## src/rtl/riscv_pkg.sv

```systemverilog
// riscv_pkg: shared constants for the RV32I decode stage.
//   - XLEN, opcode constants, ALUControl and ResultSrc codes
//   - imm_src_e: immediate format selector (I/S/B/J/U)
//   - ctrl_t: the control bundle carried into execute
//   - alu_fn / extend_imm: helpers used by decode_stage
package riscv_pkg;

    localparam int XLEN = 32;

    localparam logic [6:0] OP_LOAD   = 7'b0000011;
    localparam logic [6:0] OP_STORE  = 7'b0100011;
    localparam logic [6:0] OP_RTYPE  = 7'b0110011;
    localparam logic [6:0] OP_IALU   = 7'b0010011;
    localparam logic [6:0] OP_BRANCH = 7'b1100011;
    localparam logic [6:0] OP_JAL    = 7'b1101111;
    localparam logic [6:0] OP_LUI    = 7'b0110111;

    localparam logic [2:0] ALU_ADD = 3'b000;
    localparam logic [2:0] ALU_SUB = 3'b001;
    localparam logic [2:0] ALU_AND = 3'b010;
    localparam logic [2:0] ALU_OR  = 3'b011;
    localparam logic [2:0] ALU_SLT = 3'b101;

    localparam logic [1:0] RES_ALU = 2'b00;
    localparam logic [1:0] RES_MEM = 2'b01;
    localparam logic [1:0] RES_PC4 = 2'b10;
    localparam logic [1:0] RES_IMM = 2'b11;

    typedef enum logic [2:0] {
        IMM_I = 3'd0,
        IMM_S = 3'd1,
        IMM_B = 3'd2,
        IMM_J = 3'd3,
        IMM_U = 3'd4
    } imm_src_e;

    typedef struct packed {
        logic       reg_write;
        logic       mem_write;
        logic       jump;
        logic       branch;
        logic       alu_src;
        logic [1:0] result_src;
        logic [2:0] alu_ctrl;
    } ctrl_t;

    // funct3 -> ALU op. sub_ok is only set for R-type, so addi with a
    // stray bit 30 in its immediate never turns into a subtract.
    function automatic logic [2:0] alu_fn(logic [2:0] funct3, logic sub_ok);
        case (funct3)
            3'b000:  alu_fn = sub_ok ? ALU_SUB : ALU_ADD;
            3'b010:  alu_fn = ALU_SLT;
            3'b110:  alu_fn = ALU_OR;
            3'b111:  alu_fn = ALU_AND;
            default: alu_fn = ALU_ADD;
        endcase
    endfunction

    function automatic logic [31:0] extend_imm(logic [31:0] instr, imm_src_e src);
        case (src)
            IMM_S:   extend_imm = {{20{instr[31]}}, instr[31:25], instr[11:7]};
            IMM_B:   extend_imm = {{20{instr[31]}}, instr[7], instr[30:25], instr[11:8], 1'b0};
            IMM_J:   extend_imm = {{12{instr[31]}}, instr[19:12], instr[20], instr[30:21], 1'b0};
            IMM_U:   extend_imm = {instr[31:12], 12'b0};
            default: extend_imm = {{20{instr[31]}}, instr[31:20]};
        endcase
    endfunction

endpackage

```

## src/rtl/decode_stage_if.sv

```systemverilog
// decode_stage_if: all non-clock/reset signals of the decode stage.
//   master (fetch/hazard/writeback/execute side): drives InstrD, PCD,
//     PCPlus4D, FlushE, RegWriteW, RdW, ResultW; receives Rs1D/Rs2D and
//     the registered E-stage outputs.
//   slave (decode_stage): the mirror image.
interface decode_stage_if #(parameter int XLEN = 32);
    logic [31:0]     InstrD;
    logic [XLEN-1:0] PCD;
    logic [XLEN-1:0] PCPlus4D;
    logic            FlushE;
    logic            RegWriteW;
    logic [4:0]      RdW;
    logic [XLEN-1:0] ResultW;

    logic [4:0]      Rs1D, Rs2D;
    logic            RegWriteE, MemWriteE, JumpE, BranchE, ALUSrcE;
    logic [1:0]      ResultSrcE;
    logic [2:0]      ALUControlE;
    logic [XLEN-1:0] RD1E, RD2E, ImmExtE, PCE, PCPlus4E;
    logic [4:0]      Rs1E, Rs2E, RdE;

    modport master (
        output InstrD, PCD, PCPlus4D, FlushE, RegWriteW, RdW, ResultW,
        input  Rs1D, Rs2D, RegWriteE, MemWriteE, JumpE, BranchE, ALUSrcE,
        input  ResultSrcE, ALUControlE, RD1E, RD2E, ImmExtE, PCE, PCPlus4E,
        input  Rs1E, Rs2E, RdE
    );

    modport slave (
        input  InstrD, PCD, PCPlus4D, FlushE, RegWriteW, RdW, ResultW,
        output Rs1D, Rs2D, RegWriteE, MemWriteE, JumpE, BranchE, ALUSrcE,
        output ResultSrcE, ALUControlE, RD1E, RD2E, ImmExtE, PCE, PCPlus4E,
        output Rs1E, Rs2E, RdE
    );
endinterface

```

## src/rtl/regfile_2r1w.sv

```systemverilog
// regfile_2r1w: 32 x XLEN register file, two async read ports, one write.
//   clk, rst         : clock, synchronous active-high reset (x1..x31 <- RESET_VAL)
//   ra1_i/ra2_i      : read indices; rd1_o/rd2_o read data (x0 reads 0)
//   we_i/wa_i/wd_i   : write enable/index/data, committed on rising edge;
//                      writes to x0 are dropped
// Optional macro RF_WRITE_BYPASS_EN: a read of the register being written
// this cycle returns wd_i instead of the stored value.
module regfile_2r1w #(
    parameter int              XLEN      = 32,
    parameter logic [XLEN-1:0] RESET_VAL = '0
) (
    input  logic            clk,
    input  logic            rst,
    input  logic [4:0]      ra1_i,
    input  logic [4:0]      ra2_i,
    output logic [XLEN-1:0] rd1_o,
    output logic [XLEN-1:0] rd2_o,
    input  logic            we_i,
    input  logic [4:0]      wa_i,
    input  logic [XLEN-1:0] wd_i
);
    // x0 has no storage
    logic [XLEN-1:0] regs_q [31:1];

    always_ff @(posedge clk) begin
        if (rst) begin
            for (int i = 1; i < 32; i++) regs_q[i] <= RESET_VAL;
        end else if (we_i && wa_i != 5'd0) begin
            regs_q[wa_i] <= wd_i;
        end
    end

    always_comb begin
        rd1_o = (ra1_i == 5'd0) ? '0 : regs_q[ra1_i];
        rd2_o = (ra2_i == 5'd0) ? '0 : regs_q[ra2_i];
`ifdef RF_WRITE_BYPASS_EN
        if (we_i && wa_i != 5'd0 && wa_i == ra1_i) rd1_o = wd_i;
        if (we_i && wa_i != 5'd0 && wa_i == ra2_i) rd2_o = wd_i;
`endif
    end
endmodule

```

## src/rtl/decode_stage.sv

```systemverilog
// decode_stage: RV32I decode stage plus the D/E pipeline register.
//   clk, rst : clock, synchronous active-high reset (clears D/E, resets RF)
//   bus      : decode_stage_if.slave -- D inputs, FlushE, writeback port,
//              Rs1D/Rs2D to the hazard unit, registered E outputs.
// Optional macro RF_WRITE_BYPASS_EN (passed through to regfile_2r1w):
// same-cycle writeback is visible to the register read.
module decode_stage
    import riscv_pkg::*;
#(
    parameter int              XLEN         = riscv_pkg::XLEN,
    parameter logic [XLEN-1:0] RF_RESET_VAL = '0
) (
    input  logic clk,
    input  logic rst,
    decode_stage_if.slave bus
);
    typedef struct packed {
        ctrl_t           ctrl;
        logic [XLEN-1:0] rd1;
        logic [XLEN-1:0] rd2;
        logic [XLEN-1:0] imm;
        logic [XLEN-1:0] pc;
        logic [XLEN-1:0] pc4;
        logic [4:0]      rs1;
        logic [4:0]      rs2;
        logic [4:0]      rd;
    } de_t;

    logic [6:0]      opcode;
    logic [2:0]      funct3;
    ctrl_t           ctrl;
    imm_src_e        imm_src;
    logic [XLEN-1:0] rd1, rd2;
    de_t             de_d, de_q;

    assign opcode   = bus.InstrD[6:0];
    assign funct3   = bus.InstrD[14:12];
    assign bus.Rs1D = bus.InstrD[19:15];
    assign bus.Rs2D = bus.InstrD[24:20];

    regfile_2r1w #(.XLEN(XLEN), .RESET_VAL(RF_RESET_VAL)) u_rf (
        .clk   (clk),
        .rst   (rst),
        .ra1_i (bus.InstrD[19:15]),
        .ra2_i (bus.InstrD[24:20]),
        .rd1_o (rd1),
        .rd2_o (rd2),
        .we_i  (bus.RegWriteW),
        .wa_i  (bus.RdW),
        .wd_i  (bus.ResultW)
    );

    // Control decode. Unknown opcodes fall through with all controls 0,
    // which behaves as a bubble in execute.
    always_comb begin
        ctrl    = '0;
        imm_src = IMM_I;
        case (opcode)
            OP_LOAD: begin
                ctrl.reg_write  = 1'b1;
                ctrl.result_src = RES_MEM;
                ctrl.alu_src    = 1'b1;
            end
            OP_STORE: begin
                ctrl.mem_write = 1'b1;
                ctrl.alu_src   = 1'b1;
                imm_src        = IMM_S;
            end
            OP_RTYPE: begin
                ctrl.reg_write = 1'b1;
                ctrl.alu_ctrl  = alu_fn(funct3, bus.InstrD[30]);
            end
            OP_IALU: begin
                ctrl.reg_write = 1'b1;
                ctrl.alu_src   = 1'b1;
                ctrl.alu_ctrl  = alu_fn(funct3, 1'b0);
            end
            OP_BRANCH: begin
                ctrl.branch   = 1'b1;
                ctrl.alu_ctrl = ALU_SUB;
                imm_src       = IMM_B;
            end
            OP_JAL: begin
                ctrl.reg_write  = 1'b1;
                ctrl.jump       = 1'b1;
                ctrl.result_src = RES_PC4;
                imm_src         = IMM_J;
            end
            OP_LUI: begin
                ctrl.reg_write  = 1'b1;
                ctrl.result_src = RES_IMM;
                imm_src         = IMM_U;
            end
            default: ;
        endcase
    end

    always_comb begin
        de_d      = '0;
        de_d.ctrl = ctrl;
        de_d.rd1  = rd1;
        de_d.rd2  = rd2;
        de_d.imm  = extend_imm(bus.InstrD, imm_src);
        de_d.pc   = bus.PCD;
        de_d.pc4  = bus.PCPlus4D;
        de_d.rs1  = bus.InstrD[19:15];
        de_d.rs2  = bus.InstrD[24:20];
        de_d.rd   = bus.InstrD[11:7];
    end

    // A flush zeroes the whole slot so a squashed instruction can neither
    // write back nor redirect the PC.
    always_ff @(posedge clk) begin
        if (rst || bus.FlushE) de_q <= '0;
        else                   de_q <= de_d;
    end

    assign bus.RegWriteE   = de_q.ctrl.reg_write;
    assign bus.MemWriteE   = de_q.ctrl.mem_write;
    assign bus.JumpE       = de_q.ctrl.jump;
    assign bus.BranchE     = de_q.ctrl.branch;
    assign bus.ALUSrcE     = de_q.ctrl.alu_src;
    assign bus.ResultSrcE  = de_q.ctrl.result_src;
    assign bus.ALUControlE = de_q.ctrl.alu_ctrl;
    assign bus.RD1E        = de_q.rd1;
    assign bus.RD2E        = de_q.rd2;
    assign bus.ImmExtE     = de_q.imm;
    assign bus.PCE         = de_q.pc;
    assign bus.PCPlus4E    = de_q.pc4;
    assign bus.Rs1E        = de_q.rs1;
    assign bus.Rs2E        = de_q.rs2;
    assign bus.RdE         = de_q.rd;
endmodule
```

## src/flat_wrapper.sv

```systemverilog
// flat-port wrapper written by rule: the top's interface ports become plain ports
module decode_stage_flat import riscv_pkg::*;
#(
    parameter int              XLEN         = riscv_pkg::XLEN,
    parameter logic [XLEN-1:0] RF_RESET_VAL = '0
)
  (clk, rst, bus_InstrD, bus_PCD, bus_PCPlus4D, bus_FlushE, bus_RegWriteW, bus_RdW, bus_ResultW, bus_Rs1D, bus_Rs2D, bus_RegWriteE, bus_MemWriteE, bus_JumpE, bus_BranchE, bus_ALUSrcE, bus_ResultSrcE, bus_ALUControlE, bus_RD1E, bus_RD2E, bus_ImmExtE, bus_PCE, bus_PCPlus4E, bus_Rs1E, bus_Rs2E, bus_RdE);
  decode_stage_if #(.XLEN(XLEN)) bus_i ();
  input  logic clk;
  input  logic rst;
  input wire logic [$bits(bus_i.InstrD)-1:0] bus_InstrD;
  input wire logic [$bits(bus_i.PCD)-1:0] bus_PCD;
  input wire logic [$bits(bus_i.PCPlus4D)-1:0] bus_PCPlus4D;
  input wire logic [$bits(bus_i.FlushE)-1:0] bus_FlushE;
  input wire logic [$bits(bus_i.RegWriteW)-1:0] bus_RegWriteW;
  input wire logic [$bits(bus_i.RdW)-1:0] bus_RdW;
  input wire logic [$bits(bus_i.ResultW)-1:0] bus_ResultW;
  output wire logic [$bits(bus_i.Rs1D)-1:0] bus_Rs1D;
  output wire logic [$bits(bus_i.Rs2D)-1:0] bus_Rs2D;
  output wire logic [$bits(bus_i.RegWriteE)-1:0] bus_RegWriteE;
  output wire logic [$bits(bus_i.MemWriteE)-1:0] bus_MemWriteE;
  output wire logic [$bits(bus_i.JumpE)-1:0] bus_JumpE;
  output wire logic [$bits(bus_i.BranchE)-1:0] bus_BranchE;
  output wire logic [$bits(bus_i.ALUSrcE)-1:0] bus_ALUSrcE;
  output wire logic [$bits(bus_i.ResultSrcE)-1:0] bus_ResultSrcE;
  output wire logic [$bits(bus_i.ALUControlE)-1:0] bus_ALUControlE;
  output wire logic [$bits(bus_i.RD1E)-1:0] bus_RD1E;
  output wire logic [$bits(bus_i.RD2E)-1:0] bus_RD2E;
  output wire logic [$bits(bus_i.ImmExtE)-1:0] bus_ImmExtE;
  output wire logic [$bits(bus_i.PCE)-1:0] bus_PCE;
  output wire logic [$bits(bus_i.PCPlus4E)-1:0] bus_PCPlus4E;
  output wire logic [$bits(bus_i.Rs1E)-1:0] bus_Rs1E;
  output wire logic [$bits(bus_i.Rs2E)-1:0] bus_Rs2E;
  output wire logic [$bits(bus_i.RdE)-1:0] bus_RdE;
  assign bus_i.InstrD = bus_InstrD;
  assign bus_i.PCD = bus_PCD;
  assign bus_i.PCPlus4D = bus_PCPlus4D;
  assign bus_i.FlushE = bus_FlushE;
  assign bus_i.RegWriteW = bus_RegWriteW;
  assign bus_i.RdW = bus_RdW;
  assign bus_i.ResultW = bus_ResultW;
  assign bus_Rs1D = bus_i.Rs1D;
  assign bus_Rs2D = bus_i.Rs2D;
  assign bus_RegWriteE = bus_i.RegWriteE;
  assign bus_MemWriteE = bus_i.MemWriteE;
  assign bus_JumpE = bus_i.JumpE;
  assign bus_BranchE = bus_i.BranchE;
  assign bus_ALUSrcE = bus_i.ALUSrcE;
  assign bus_ResultSrcE = bus_i.ResultSrcE;
  assign bus_ALUControlE = bus_i.ALUControlE;
  assign bus_RD1E = bus_i.RD1E;
  assign bus_RD2E = bus_i.RD2E;
  assign bus_ImmExtE = bus_i.ImmExtE;
  assign bus_PCE = bus_i.PCE;
  assign bus_PCPlus4E = bus_i.PCPlus4E;
  assign bus_Rs1E = bus_i.Rs1E;
  assign bus_Rs2E = bus_i.Rs2E;
  assign bus_RdE = bus_i.RdE;
  decode_stage #(.XLEN(XLEN), .RF_RESET_VAL(RF_RESET_VAL)) u_core (.clk(clk), .rst(rst), .bus(bus_i));
endmodule
```

## config.mk

```make
export PLATFORM = sky130hd
export DESIGN_NAME = decode_stage_flat
export DESIGN_NICKNAME = d
export VERILOG_FILES = /design/src/rtl/riscv_pkg.sv /design/src/rtl/decode_stage_if.sv /design/src/rtl/regfile_2r1w.sv /design/src/rtl/decode_stage.sv /design/src/flat_wrapper.sv
export SDC_FILE = /design/constraint.sdc
export NUM_CORES = 2
export LEC_CHECK = 0
export ABC_AREA = 0
export BUFFER_PORTS_ARGS = -buffer_cell sky130_fd_sc_hd__buf_2
export CAP_MARGIN = 20
export CORE_MARGIN = 2
export CORE_UTILIZATION = 45
export CTS_BUF_LIST = sky130_fd_sc_hd__clkbuf_8
export CTS_CLUSTER_DIAMETER = 120
export DETAILED_ROUTE_END_ITERATION = 16
export GPL_ROUTABILITY_DRIVEN = 0
export MAX_ROUTING_LAYER = met4
export RECOVER_POWER = 100
export SYNTH_ARGS = -nofsm -noshare
export SYNTH_HDL_FRONTEND = slang
export SYNTH_SLANG_ARGS = --single-unit
```

## constraint.sdc

```tcl
create_clock -name clk -period 3.6 [get_ports clk]
set_input_delay 0.54 -clock clk [delete_from_list [all_inputs] [get_ports clk]]
set_output_delay 0.54 -clock clk [all_outputs]
set_load 0.01 [all_outputs]
```

==> flow_summary.toml <==
[drt]
post_drt_wl_per_cell_um = 32.4
drt_pass1_iterations = 5
num_vias = 41638
drtIter0Drc = 5107
antenna_left = 0
viasPerCell = 6.09
wl_um = 221000
drc = 0

[setup_path]
cp_cell_sequence = "clkbuf_1, nand2b_1, or3_1, nor2_4, clkbuf_1, and2_1"
crit_slowest_cell = "clkbuf_1"
startpoint = "bus_RegWriteW"
crit_fanout = 33
startpoint_type = "primary input"
worstPathArrival_ns = 4.08
cp-end-kind = "flop"
r2r_cells = 4
r2r-end = "u_core.bus.RD1E[20]$_SDFF_PP0_"
timing.rr.start = "u_core.u_rf.regs_q[13][20]$_SDFFCE_PN0P_"
cp_common_cell = "clkbuf_1"
cp.required_ns = 4.39
rrSetupSlack_ns = 1.15
crit_type = "primary input to flop"
endpoint = "u_core.u_rf.regs_q[19][12]$_SDFFCE_PN0P_"
slowest_delay_ns = 1.94

[clock_network]
cts_buffer_depth = 3
root_buffer = "clkbuf_8"
cts_tree = "yes"
cts_hold_buf = 91
clock_sinks = 1209
post_cts_resize_count = 0
clkLatencyLatePin_ns = 1.00
cts_buffers = 206
path_clk_slew_ns = 0.06
post_cts_buffers = 0
h-tree-depth = 4

[power_and_ir_drop]
p_int_mw = 23.9
p_per_area_nw_per_um2 = 471
vdd_drop_max_mv = 0.280
leakage_nw = 25.6
comb_power_share = 0.117
switching_share = 0.270
p_switching_mw = 8.83
p_clk_frac = 0.382
p_seq_frac = 0.501

[synth]
synth_edf_count = 1024
yosysSeqAreaShare = 0.572
syn_area_sq_um = 60200
ys.flop_type = "edfxtp_1"
synth_area_per_cell_sq_um = 13.7
synth-async-reset-ratio = 0
yosysWarningCount = 0
ys_seq_elements = 1209
netlist_instances = 4405
yosysUniqueCellTypes = 53

[sta]
setup_viol = 0
hold_violations = 0
fmax_ghz = 0.303
rsz0062_at_grt = "no"
tns_ns = 0
finalMaxSlewViolations = 1344
fin_crit_sh = 0.915
period_minus_slack_ns = 3.30
worstMarginPinSlew_ns = 2.74
setup_ws_ns = 0.305
maxSlewHeadroom = -0.824
clock_skew_ns = 0.0512

[global_routing]
grt_max_degree = 90
grt_overflow = 0
grt_pass1_wl_um = 310000
grt_usage = 0.331
grt_pass1_vias = 41623
use_met1 = 0.420
antenna_found_initial = 20
gr-usage-met3 = 0.0641
met2_usage = 0.509
grt_busiest_layer = "met2"

[worst_hold_path]
hold_path_class = "primary input to flop"
hold_start = "bus_PCD[27]"

[place]
dpl_worst_slack_ns = 0.158
place.port_buffers = 331
dp_hpwl_um = 138000
dp.cells = 6349

[die]
num_rows = 134
die-area_sq_um = 137000
die_h_um = 370
ios = 332
design.core.area_sq_um = 133000
fp.dieW_um = 370
initial_core_util = 0.452

[run_status]
failed_checks = "capacitance limit, slew limit"
outcome = "complete, but fails checks"

[layout]
drive_gt1_frac = 0.182
syn2layout_area_growth_pct = 15.5
fill_cells = 11409
finalNetCount = 5017
final_cell_count_no_fill = 6839

[run]
maxCapViolations = 59
## how the worst min path moves through the flow
| stage | to | slack (ns) | depth (start not counted) |
|---|---|---|---|
| after floorplan | u_core.bus.ALUControlE[2]$_SDFF_PP0_ | 0.62 | 1 |
| after global placement | u_core.bus.PCE[9]$_SDFF_PP0_ | 0.74 | 2 |
| after detailed placement | u_core.bus.PCPlus4E[14]$_SDFF_PP0_ | 0.74 | 2 |
| after CTS | u_core.u_rf.regs_q[0][4]$_DFFE_PP_ | 0.03 | 1 |
| after global routing | u_core.bus.PCPlus4E[18]$_SDFF_PP0_ | 0.26 | 3 |
| final | u_core.bus.PCE[27]$_SDFF_PP0_ | 0.29 | 3 |
## critical path: cells and delay by family
family / cells / cell delay [ns]
AND/OR/NAND/NOR: 4 / 1.18
buffers and inverters: 2 / 2.31
## cell families after synthesis
| group | share of synthesized area |
|---|---|
| AND/OR/NAND/NOR | 0.136 |
| flip-flops | 0.572 |
| buffers and inverters | 0.0353 |
| other | 0.0000623 |
| AO/OA/AOI/OAI | 0.0698 |
| multiplexers | 0.186 |
| XOR/XNOR | 0.000146 |
## through the flow
stage	hold WS (ns)	power (mW)	utilization	area, sq um
final	0.289	32.7	0.522	69500
after global routing	0.258	33.7	0.522	69500
after CTS	0.0288	32.9	0.527	70200
after detailed placement	0.744	20.4	0.489	65200
after global placement	0.740	20.4	0.489	65200
after floorplan	0.617	18.7	-	60300
## flip-flops by register name, indices dropped and copies added, names as in the netlist
register / count
u_core.u_rf.regs_q: 1024
u_core.bus.JumpE: 1
u_core.bus.PCE: 32
u_core.bus.ALUSrcE: 1
u_core.bus.Rs1E: 5
u_core.bus.RD2E: 32
u_core.bus.ALUControlE: 3
u_core.bus.BranchE: 1
u_core.bus.RegWriteE: 1
u_core.bus.Rs2E: 5
u_core.bus.RD1E: 32
u_core.bus.ImmExtE: 32
u_core.bus.PCPlus4E: 32
u_core.bus.ResultSrcE: 2
u_core.bus.RdE: 5
u_core.bus.MemWriteE: 1
## cell usage in the layout, fill, tap and decap left out, types with 47 or more instances in the layout
cell type / instances
a22oi_1: 178
a21oi_1: 53
edfxtp_1: 1024
clkbuf_1: 292
buf_12: 47
clkbuf_8: 238
buf_2: 102
dfxtp_1: 185
buf_4: 136
a22o_1: 77
mux2i_1: 559
dlygate4sd3_1: 91
inv_1: 84
and2_0: 473
mux4_2: 241
nor3_1: 54
a211oi_1: 62
and2_1: 601
## layer usage
metal / share of wire / vias up
li1: - / 17476
met1: 0.39 / 21160
met5: 0 / -
met4: 0.055 / 0
met3: 0.095 / 531
met2: 0.46 / 2471
## power by group through the flow
stage | combinational (mW) | sequential (mW) | clock [mW]
after global placement | 3.77 | 16.6 | 0
final | 3.83 | 16.4 | 12.5
after global routing | 3.99 | 16.5 | 13.3
after detailed placement | 3.79 | 16.6 | 0
after CTS | 3.87 | 16.4 | 12.7
after floorplan | 2.15 | 16.5 | 0
## synth_stat cells, types with 54 or more instances
cell type	number	share of area
a211oi_1	62	0.0077
a21oi_1	54	0.0045
a22o_1	77	0.011
a22oi_1	178	0.022
and2_1	1076	0.11
buf_2	69	0.0057
clkbuf_1	318	0.020
dfxtp_1	185	0.062
edfxtp_1	1024	0.51
mux2i_1	559	0.093
mux4_2	241	0.090
nor2_1	71	0.0044
nor3_1	54	0.0045
## area by class of cell
class | count | area [sq um] | share of cell area
Antenna cell | 12 | 30.0 | 0.000432
Timing Repair Buffer | 692 | 4650 | 0.0669
Clock inverter | 149 | 857 | 0.0123
Clock buffer | 238 | 3280 | 0.0471
Inverter | 3 | 11.3 | 0.000162
Tap cell | 1768 | 2210 | 0.0318
Sequential cell | 1209 | 34500 | 0.496
Multi-Input combinational cell | 2768 | 24000 | 0.345
No activity file was read; power rests on OpenSTA's default activity.
